[src/rtl/exec_pkg.sv]
// Shared definitions for the parametrised execution datapath: control-word
// layout, bus/destination/memory/ALU codes, flag bit positions, FSM states.
package exec_pkg;

    localparam int CTRL_W = 25;

    // Control-word field positions, MSB first
    localparam int SRCA_HI  = 24;
    localparam int SRCA_LO  = 22;
    localparam int SRCB_HI  = 21;
    localparam int SRCB_LO  = 19;
    localparam int DSTRX_HI = 18;
    localparam int DSTRX_LO = 17;
    localparam int DSTRY_HI = 16;
    localparam int DSTRY_LO = 15;
    localparam int DSTT2_HI = 14;
    localparam int DSTT2_LO = 13;
    localparam int DSTPC_HI = 12;
    localparam int DSTPC_LO = 11;
    localparam int DSTAO_HI = 10;
    localparam int DSTAO_LO = 9;
    localparam int MEMOP_HI = 8;
    localparam int MEMOP_LO = 7;
    localparam int ALUOP_HI = 6;
    localparam int ALUOP_LO = 3;
    localparam int FLAGUPD  = 2;
    localparam int T1UPD    = 1;
    localparam int IRELOAD  = 0;

    // Bus source codes; DI is only reachable from the B bus
    typedef enum logic [2:0] {
        SRC_NONE = 3'd0,
        SRC_RX   = 3'd1,
        SRC_RY   = 3'd2,
        SRC_T1   = 3'd3,
        SRC_T2   = 3'd4,
        SRC_PC   = 3'd5,
        SRC_DI   = 3'd6
    } busSrcT;

    // Destination load codes; code 3 behaves as hold
    typedef enum logic [1:0] {
        DST_HOLD = 2'd0,
        DST_BUSA = 2'd1,
        DST_BUSB = 2'd2
    } dstT;

    typedef enum logic [1:0] {
        MEM_NONE   = 2'd0,
        MEM_RD_DI  = 2'd1,
        MEM_RD_IRF = 2'd2,
        MEM_WR     = 2'd3
    } memOpT;

    typedef enum logic [3:0] {
        ALU_ADD   = 4'd0,
        ALU_SUB   = 4'd1,
        ALU_AND   = 4'd2,
        ALU_OR    = 4'd3,
        ALU_XOR   = 4'd4,
        ALU_NOT   = 4'd5,
        ALU_SHL   = 4'd6,
        ALU_SHR   = 4'd7,
        ALU_PASSB = 4'd8,
        ALU_INC   = 4'd9
    } aluOpT;

    // Flag register layout {Z,N,C,V}
    localparam int FLAG_Z = 3;
    localparam int FLAG_N = 2;
    localparam int FLAG_C = 1;
    localparam int FLAG_V = 0;

    typedef enum logic {
        ST_IDLE     = 1'b0,
        ST_MEM_WAIT = 1'b1
    } stateT;

endpackage

[src/rtl/param_alu.sv]
// Combinational ALU; arithmetic is done one bit wider than the data so the
// carry/borrow falls out of the top bit. Returns result and flag candidates.
module param_alu
    import exec_pkg::*;
#(
    parameter int DATA_W = 16
) (
    input  logic [DATA_W-1:0] opA,
    input  logic [DATA_W-1:0] opB,
    input  logic [3:0]        aluOp,
    output logic [DATA_W-1:0] result,
    output logic [3:0]        flags
);

    localparam int MSB = DATA_W - 1;

    logic [DATA_W:0] wide;
    logic            carry;
    logic            ovf;

    // Operation select plus per-op carry and signed-overflow rules
    always_comb begin
        wide  = '0;
        carry = 1'b0;
        ovf   = 1'b0;
        case (aluOp)
            ALU_ADD: begin
                wide  = {1'b0, opA} + {1'b0, opB};
                carry = wide[DATA_W];
                ovf   = (opA[MSB] == opB[MSB]) && (wide[MSB] != opA[MSB]);
            end
            ALU_SUB: begin
                wide  = {1'b0, opA} - {1'b0, opB};
                carry = ~wide[DATA_W];
                ovf   = (opA[MSB] != opB[MSB]) && (wide[MSB] != opA[MSB]);
            end
            ALU_AND:   wide = {1'b0, opA & opB};
            ALU_OR:    wide = {1'b0, opA | opB};
            ALU_XOR:   wide = {1'b0, opA ^ opB};
            ALU_NOT:   wide = {1'b0, ~opA};
            ALU_SHL: begin
                wide  = {opA, 1'b0};
                carry = opA[MSB];
            end
            ALU_SHR: begin
                wide  = {2'b00, opA[MSB:1]};
                carry = opA[0];
            end
            ALU_PASSB: wide = {1'b0, opB};
            ALU_INC: begin
                wide  = {1'b0, opA} + {{DATA_W{1'b0}}, 1'b1};
                carry = wide[DATA_W];
                ovf   = ~opA[MSB] & wide[MSB];
            end
            default:   wide = '0;
        endcase
        result         = wide[MSB:0];
        flags          = '0;
        flags[FLAG_Z]  = (wide[MSB:0] == '0);
        flags[FLAG_N]  = wide[MSB];
        flags[FLAG_C]  = carry;
        flags[FLAG_V]  = ovf;
    end

endmodule

[src/rtl/param_exec_datapath.sv]
// Parametrised execution datapath: register bank and temporaries on an A/B
// bus pair, ALU with flag register, and a stalling req/ack memory port.
//
// Handshake: a control step is taken on a rising edge where CtrlValid and
// CtrlReady are both high; the sequencer holds CtrlWord until then. A memory
// request stays up (address/data stable) until the edge where MemAck is high.
module param_exec_datapath
    import exec_pkg::*;
#(
    parameter int DATA_W   = 16,
    parameter int ADDR_W   = 16,
    parameter int NUM_REGS = 8
) (
    input  logic                        ClockInput,
    input  logic                        ResetN,
    input  logic                        CtrlValid,
    output logic                        CtrlReady,
    input  logic [CTRL_W-1:0]           CtrlWord,
    input  logic [$clog2(NUM_REGS)-1:0] RxSel,
    input  logic [$clog2(NUM_REGS)-1:0] RySel,
    output logic                        MemReq,
    output logic                        MemWe,
    output logic [ADDR_W-1:0]           MemAddr,
    output logic [DATA_W-1:0]           MemWData,
    input  logic [DATA_W-1:0]           MemRData,
    input  logic                        MemAck,
    output logic [3:0]                  AluFlag,
    output logic [DATA_W-1:0]           IreRead
);

    logic [DATA_W-1:0] regBank [NUM_REGS];
    logic [DATA_W-1:0] t1, t2, pc, doReg, di, irf, ire;
    logic [ADDR_W-1:0] ao;
    logic [3:0]        flagReg;
    stateT             state;
    logic              memReq, memWe;
    logic [1:0]        pendOp;

    logic [DATA_W-1:0] busA, busB, rxVal, ryVal, aluRes;
    logic [3:0]        aluFlags;
    logic              accept;
    logic [1:0]        dstRx, dstRy, dstT2, dstPc, dstAo, memOp;

    function automatic logic isLoad(input logic [1:0] dst);
        return (dst == DST_BUSA) || (dst == DST_BUSB);
    endfunction

    function automatic logic [DATA_W-1:0] pickBus(input logic [1:0] dst,
                                                  input logic [DATA_W-1:0] a,
                                                  input logic [DATA_W-1:0] b);
        return (dst == DST_BUSB) ? b : a;
    endfunction

    assign dstRx  = CtrlWord[DSTRX_HI:DSTRX_LO];
    assign dstRy  = CtrlWord[DSTRY_HI:DSTRY_LO];
    assign dstT2  = CtrlWord[DSTT2_HI:DSTT2_LO];
    assign dstPc  = CtrlWord[DSTPC_HI:DSTPC_LO];
    assign dstAo  = CtrlWord[DSTAO_HI:DSTAO_LO];
    assign memOp  = CtrlWord[MEMOP_HI:MEMOP_LO];
    assign rxVal  = regBank[RxSel];
    assign ryVal  = regBank[RySel];

    assign CtrlReady = (state == ST_IDLE);
    assign accept    = CtrlValid && (state == ST_IDLE);
    assign MemReq    = memReq;
    assign MemWe     = memWe;
    assign MemAddr   = ao;
    assign MemWData  = doReg;
    assign AluFlag   = flagReg;
    assign IreRead   = ire;

    // A bus source mux; unselected codes drive zero
    always_comb begin
        busA = '0;
        case (CtrlWord[SRCA_HI:SRCA_LO])
            SRC_RX:  busA = rxVal;
            SRC_RY:  busA = ryVal;
            SRC_T1:  busA = t1;
            SRC_T2:  busA = t2;
            SRC_PC:  busA = pc;
            default: busA = '0;
        endcase
    end

    // B bus source mux; the only path out of DI
    always_comb begin
        busB = '0;
        case (CtrlWord[SRCB_HI:SRCB_LO])
            SRC_RX:  busB = rxVal;
            SRC_RY:  busB = ryVal;
            SRC_T1:  busB = t1;
            SRC_T2:  busB = t2;
            SRC_PC:  busB = pc;
            SRC_DI:  busB = di;
            default: busB = '0;
        endcase
    end

    param_alu #(.DATA_W(DATA_W)) uAlu (
        .opA    (busA),
        .opB    (busB),
        .aluOp  (CtrlWord[ALUOP_HI:ALUOP_LO]),
        .result (aluRes),
        .flags  (aluFlags)
    );

    // Register bank writes; Ry is written last so it wins on an index clash
    always_ff @(posedge ClockInput or negedge ResetN) begin
        if (!ResetN) begin
            for (int i = 0; i < NUM_REGS; i++) regBank[i] <= '0;
        end else if (accept) begin
            if (isLoad(dstRx)) regBank[RxSel] <= pickBus(dstRx, busA, busB);
            if (isLoad(dstRy)) regBank[RySel] <= pickBus(dstRy, busA, busB);
        end
    end

    // Temporaries, PC, AO, DO, flags and IRE all update on the accepting edge
    always_ff @(posedge ClockInput or negedge ResetN) begin
        if (!ResetN) begin
            t1      <= '0;
            t2      <= '0;
            pc      <= '0;
            ao      <= '0;
            doReg   <= '0;
            ire     <= '0;
            flagReg <= '0;
        end else if (accept) begin
            if (isLoad(dstT2))          t2      <= pickBus(dstT2, busA, busB);
            if (isLoad(dstPc))          pc      <= pickBus(dstPc, busA, busB);
            if (isLoad(dstAo))          ao      <= ADDR_W'(pickBus(dstAo, busA, busB));
            if (CtrlWord[T1UPD])        t1      <= aluRes;
            if (CtrlWord[FLAGUPD])      flagReg <= aluFlags;
            if (CtrlWord[IRELOAD])      ire     <= irf;
            if (memOp == MEM_WR)        doReg   <= busA;
        end
    end

    // Memory FSM: request raised after accept, dropped on ack; reads land here
    always_ff @(posedge ClockInput or negedge ResetN) begin
        if (!ResetN) begin
            state  <= ST_IDLE;
            memReq <= 1'b0;
            memWe  <= 1'b0;
            pendOp <= MEM_NONE;
            di     <= '0;
            irf    <= '0;
        end else begin
            case (state)
                ST_IDLE: begin
                    if (accept && (memOp != MEM_NONE)) begin
                        state  <= ST_MEM_WAIT;
                        memReq <= 1'b1;
                        memWe  <= (memOp == MEM_WR);
                        pendOp <= memOp;
                    end
                end
                ST_MEM_WAIT: begin
                    if (MemAck) begin
                        if (pendOp == MEM_RD_DI)  di  <= MemRData;
                        if (pendOp == MEM_RD_IRF) irf <= MemRData;
                        memReq <= 1'b0;
                        memWe  <= 1'b0;
                        state  <= ST_IDLE;
                    end
                end
                default: state <= ST_IDLE;
            endcase
        end
    end

endmodule

[config.mk]
export PLATFORM = sky130hd
export DESIGN_NAME = param_exec_datapath
export DESIGN_NICKNAME = d
export VERILOG_FILES = /design/src/rtl/exec_pkg.sv /design/src/rtl/param_alu.sv /design/src/rtl/param_exec_datapath.sv
export SDC_FILE = /design/constraint.sdc
export NUM_CORES = 1
export LEC_CHECK = 0
export CAP_MARGIN = 20
export CELL_PAD_IN_SITES_DETAIL_PLACEMENT = 2
export CELL_PAD_IN_SITES_GLOBAL_PLACEMENT = 2
export CORE_MARGIN = 10
export CORE_UTILIZATION = 41
export CTS_CLUSTER_SIZE = 24
export DETAILED_ROUTE_END_ITERATION = 8
export PLACE_DENSITY = 0.95
export RECOVER_POWER = 25
export SLEW_MARGIN = 25
export SYNTH_ARGS = -nofsm -noshare
export SYNTH_HDL_FRONTEND = slang
export SYNTH_SLANG_ARGS = --single-unit
[constraint.sdc]
create_clock -name ClockInput -period 14.6 [get_ports ClockInput]
set_clock_uncertainty 0.2 [all_clocks]
set_input_delay 4.38 -clock ClockInput [delete_from_list [all_inputs] [get_ports ClockInput]]
set_output_delay 4.38 -clock ClockInput [all_outputs]
set_load 0.1 [all_outputs]
==> reports/results.txt <==
Status: complete, but fails checks
Failing checks: max-capacitance violations, max-slew violations
Total Routing Usage GR: 0.389
Final setup violation count: 0
Total CTS buffers: 34
Die width: 230 microns
DRC: 0
Number of enable flip-flop cells after synthesis: 0
Minimum period implied by the final worst setup slack: 10980 ps
RSZ-0062 raised after global routing: false
Final Hold Vio Count: 0
Synth Flop Type: dfrtp_1
Clock root cell: clkbuf_16
Setup crit end kind: register
Core ar.: 0.0433 sq mm
IO Pins: 106
FF-to-FF Start: regBank[9]$_DFFE_PN0P_
Via count: 20456
Seq/Total Area, Yosys: 0.368
Pwr dens: 200 mW/mm^2
Clock Tree Buf Depth: 3
Non-Filler Instances: 2700
Die Y: 230 microns
Fraction of registers with async set/reset: 1.00
Synth Area per Inst: 8.80 sq um
CTS resizes: 0
Unique masters post-synth: 76
Clk pin slew, worst setup/hold paths: 60 ps
Antenna violations before repair: 10
Mapped Nets: 2155
Number of DRC violations after detailed-routing iteration 0: 3057
Initial core utilization: 0.417
Actual slew at the worst max-slew pin: 6950 ps
Area growth, synth to finish: 15.3%
Setup TNS: 0 ps
#FFs+latches synth: 265
Synth warnings: 0
Worst IR Drop VDD: 0.126 mV
Final ANT Viol Nets: 0
Post-CTS Setup Bufs: 0
Htree depth: 2
DR WL/cell: 39.0 microns
Layout cell share with drive strength beyond 1: 0.121
Row cnt: 76
Final net count: 2190
Largest net degree at the start of global routing: 150
IO Port Bufs: 105
Placer Congestion: 0.979
Mapped Area: 0.0180 sq mm
Fmax: 91.0 MHz
Dpl ws: 3850 ps
CTS tree: built
Initial DRT Pass Iterations: 7
Die ar.: 0.0528 sq mm
CP Max Fanout: 22
Crit start category: input port
Hold path startpoint: MemWData[3]$_DFFE_PN0P_
Worst hold path type: register to register
Setup crit start: CtrlWord[20]
CTS Sinks: 265
Syn Inst Count: 2050
Post-DP HPWL: 66800 microns
Slew margin rel.: -3.63
Commonest non-fill, non-tap cell in the layout: dfrtp_1
GRT overflow: 0
Static Leak: 8.48 nW
Final WS setup: 3620 ps
Crit share post-route: 0.752
Crit path DAT: 11290 ps
Vias/cell: 7.58
Area leader, netlist: dfrtp_1
Placed Instances: 2629
Area contributors post-synth: dfrtp_1, a21oi_1, mux2_2
Critical path data required time: 14910 ps
Vias in the first global route: 21995
First-pass GRT wire length: 154000 microns
Final wirelength: 105000 microns
Critical path class: input port to register
Highest-count cells in the layout ignoring fill and taps: dfrtp_1, nand2_1, nor2_1
Final slew viol count: 118
Post-synth top area share: 0.368
WHS: 283 ps
Clk_lat worst skew: 590 ps
Max-Cap Viols: 1
Cts-stage hold buffer count: 0
[final timing paths]
kind,end,depth (start not counted),slack [ps]
max reg2reg,AluFlag[3]$_DFFE_PN0P_,14,8270
max in group asynchronous,MemWe$_DFFE_PN0P_,1,4070
max,AluFlag[3]$_DFFE_PN0P_,16,3620
min,MemWData[3]$_DFFE_PN0P_,2,280
min in group asynchronous,MemWData[1]$_DFFE_PN0P_,1,6190
min reg2reg,MemWData[3]$_DFFE_PN0P_,2,280
[critical path, stage by stage]
cell and delay [ps]:
clkdlybuf4s50_1 470, buf_4 380, nor2b_1 780, nand2_1 400
nor2_1 260, a211o_1 400, clkinv_1 540, ha_1 640
o22ai_1 360, a221oi_1 400, o211ai_1 440, or4_1 650
a211oi_1 390, nand4_1 200, nor3_1 350, a32o_1 220
[cell usage after synthesis (all sizes together) (5+ instances only)]
master   instances
o21bai           6
a211o            8
a22oi           46
nor2           197
o21ai          178
clkinv           8
inv             54
a21o             9
or4              5
o31ai            7
buf             39
and2            11
a221o            9
xnor2           26
dfrtp          265
nor3            23
nand3           20
a22o            40
o22a             5
clkbuf         117
nand2b          15
a2111oi          8
nor2b           22
mux2i           62
a221oi          29
o2bb2ai         10
ha              52
a21oi          183
nand2          217
a31oi            9
a211oi          14
o211ai          13
nand4            5
o21a             7
mux2            77
nor4             6
and3             9
nor3b            6
o221ai          15
or3              8
o22ai          132
mux4            34
[cell families (layout without fill, tap and decap cells)]
group	after synthesis	after routing	synth area share
AOI/OAI and AO/OA	757	757	0.271
and+or+nand+nor	556	556	0.135
DFF	265	265	0.368
buffers and inverters	218	274	0.0493
muxes	173	173	0.126
adders and majority gates	54	54	0.0383
xor gates and xnor gates	27	27	0.0131
other	0	9	0
[final cells by class]
cell class                      instances  area [sq um]
Sequential cell                       265          6630
Inverter                               62           234
Clock buffer                           45           973
Antenna cell                            9          22.5
Fill cell                            4528         22500
Multi-Input combinational cell       1567         10600
Clock inverter                         12           160
Timing Repair Buffer                  155          1430
Tap cell                              585           732
[flip-flops by register name (all words and copies together), names as in the netlist]
signal	flops
IreRead	16
MemReq	1
di	16
regBank	128
MemWData	16
MemAddr	16
AluFlag	4
MemWe	1
pc	16
t2	16
irf	16
t1	16
state	1
pendOp	2
[per-layer routing]
layer | track usage | vias up | wire length [microns]
li1 | - | 7697 | -
met1 | 0.431 | 10196 | 36100
met2 | 0.604 | 1787 | 47000
met3 | 0.137 | 770 | 12200
met4 | 0.302 | 6 | 10000
met5 | 0 | - | 40
[per-stage QoR]
step	cell area, sq um	total power (W)	utilization
CTS	20700	0.00403	0.479
finish	20800	0.00415	0.481
global placement	19500	0.00288	0.452
floorplan	18000	0.00235	-
global route	20800	0.00425	0.480
detailed placement	19600	0.00305	0.452
[where the power goes]
group / switching [W] / total (W) / leakage [nW] / internal (W)
Clock: 0.000384 / 0.000908 / 0.543 / 0.000524
Combinational: 0.00135 / 0.00194 / 4.62 / 0.000584
Sequential: 0.000308 / 0.00131 / 3.31 / 0.000997
Total: 0.00204 / 0.00415 / 8.48 / 0.00210
Note: power is estimated with default switching activity, not from simulation.
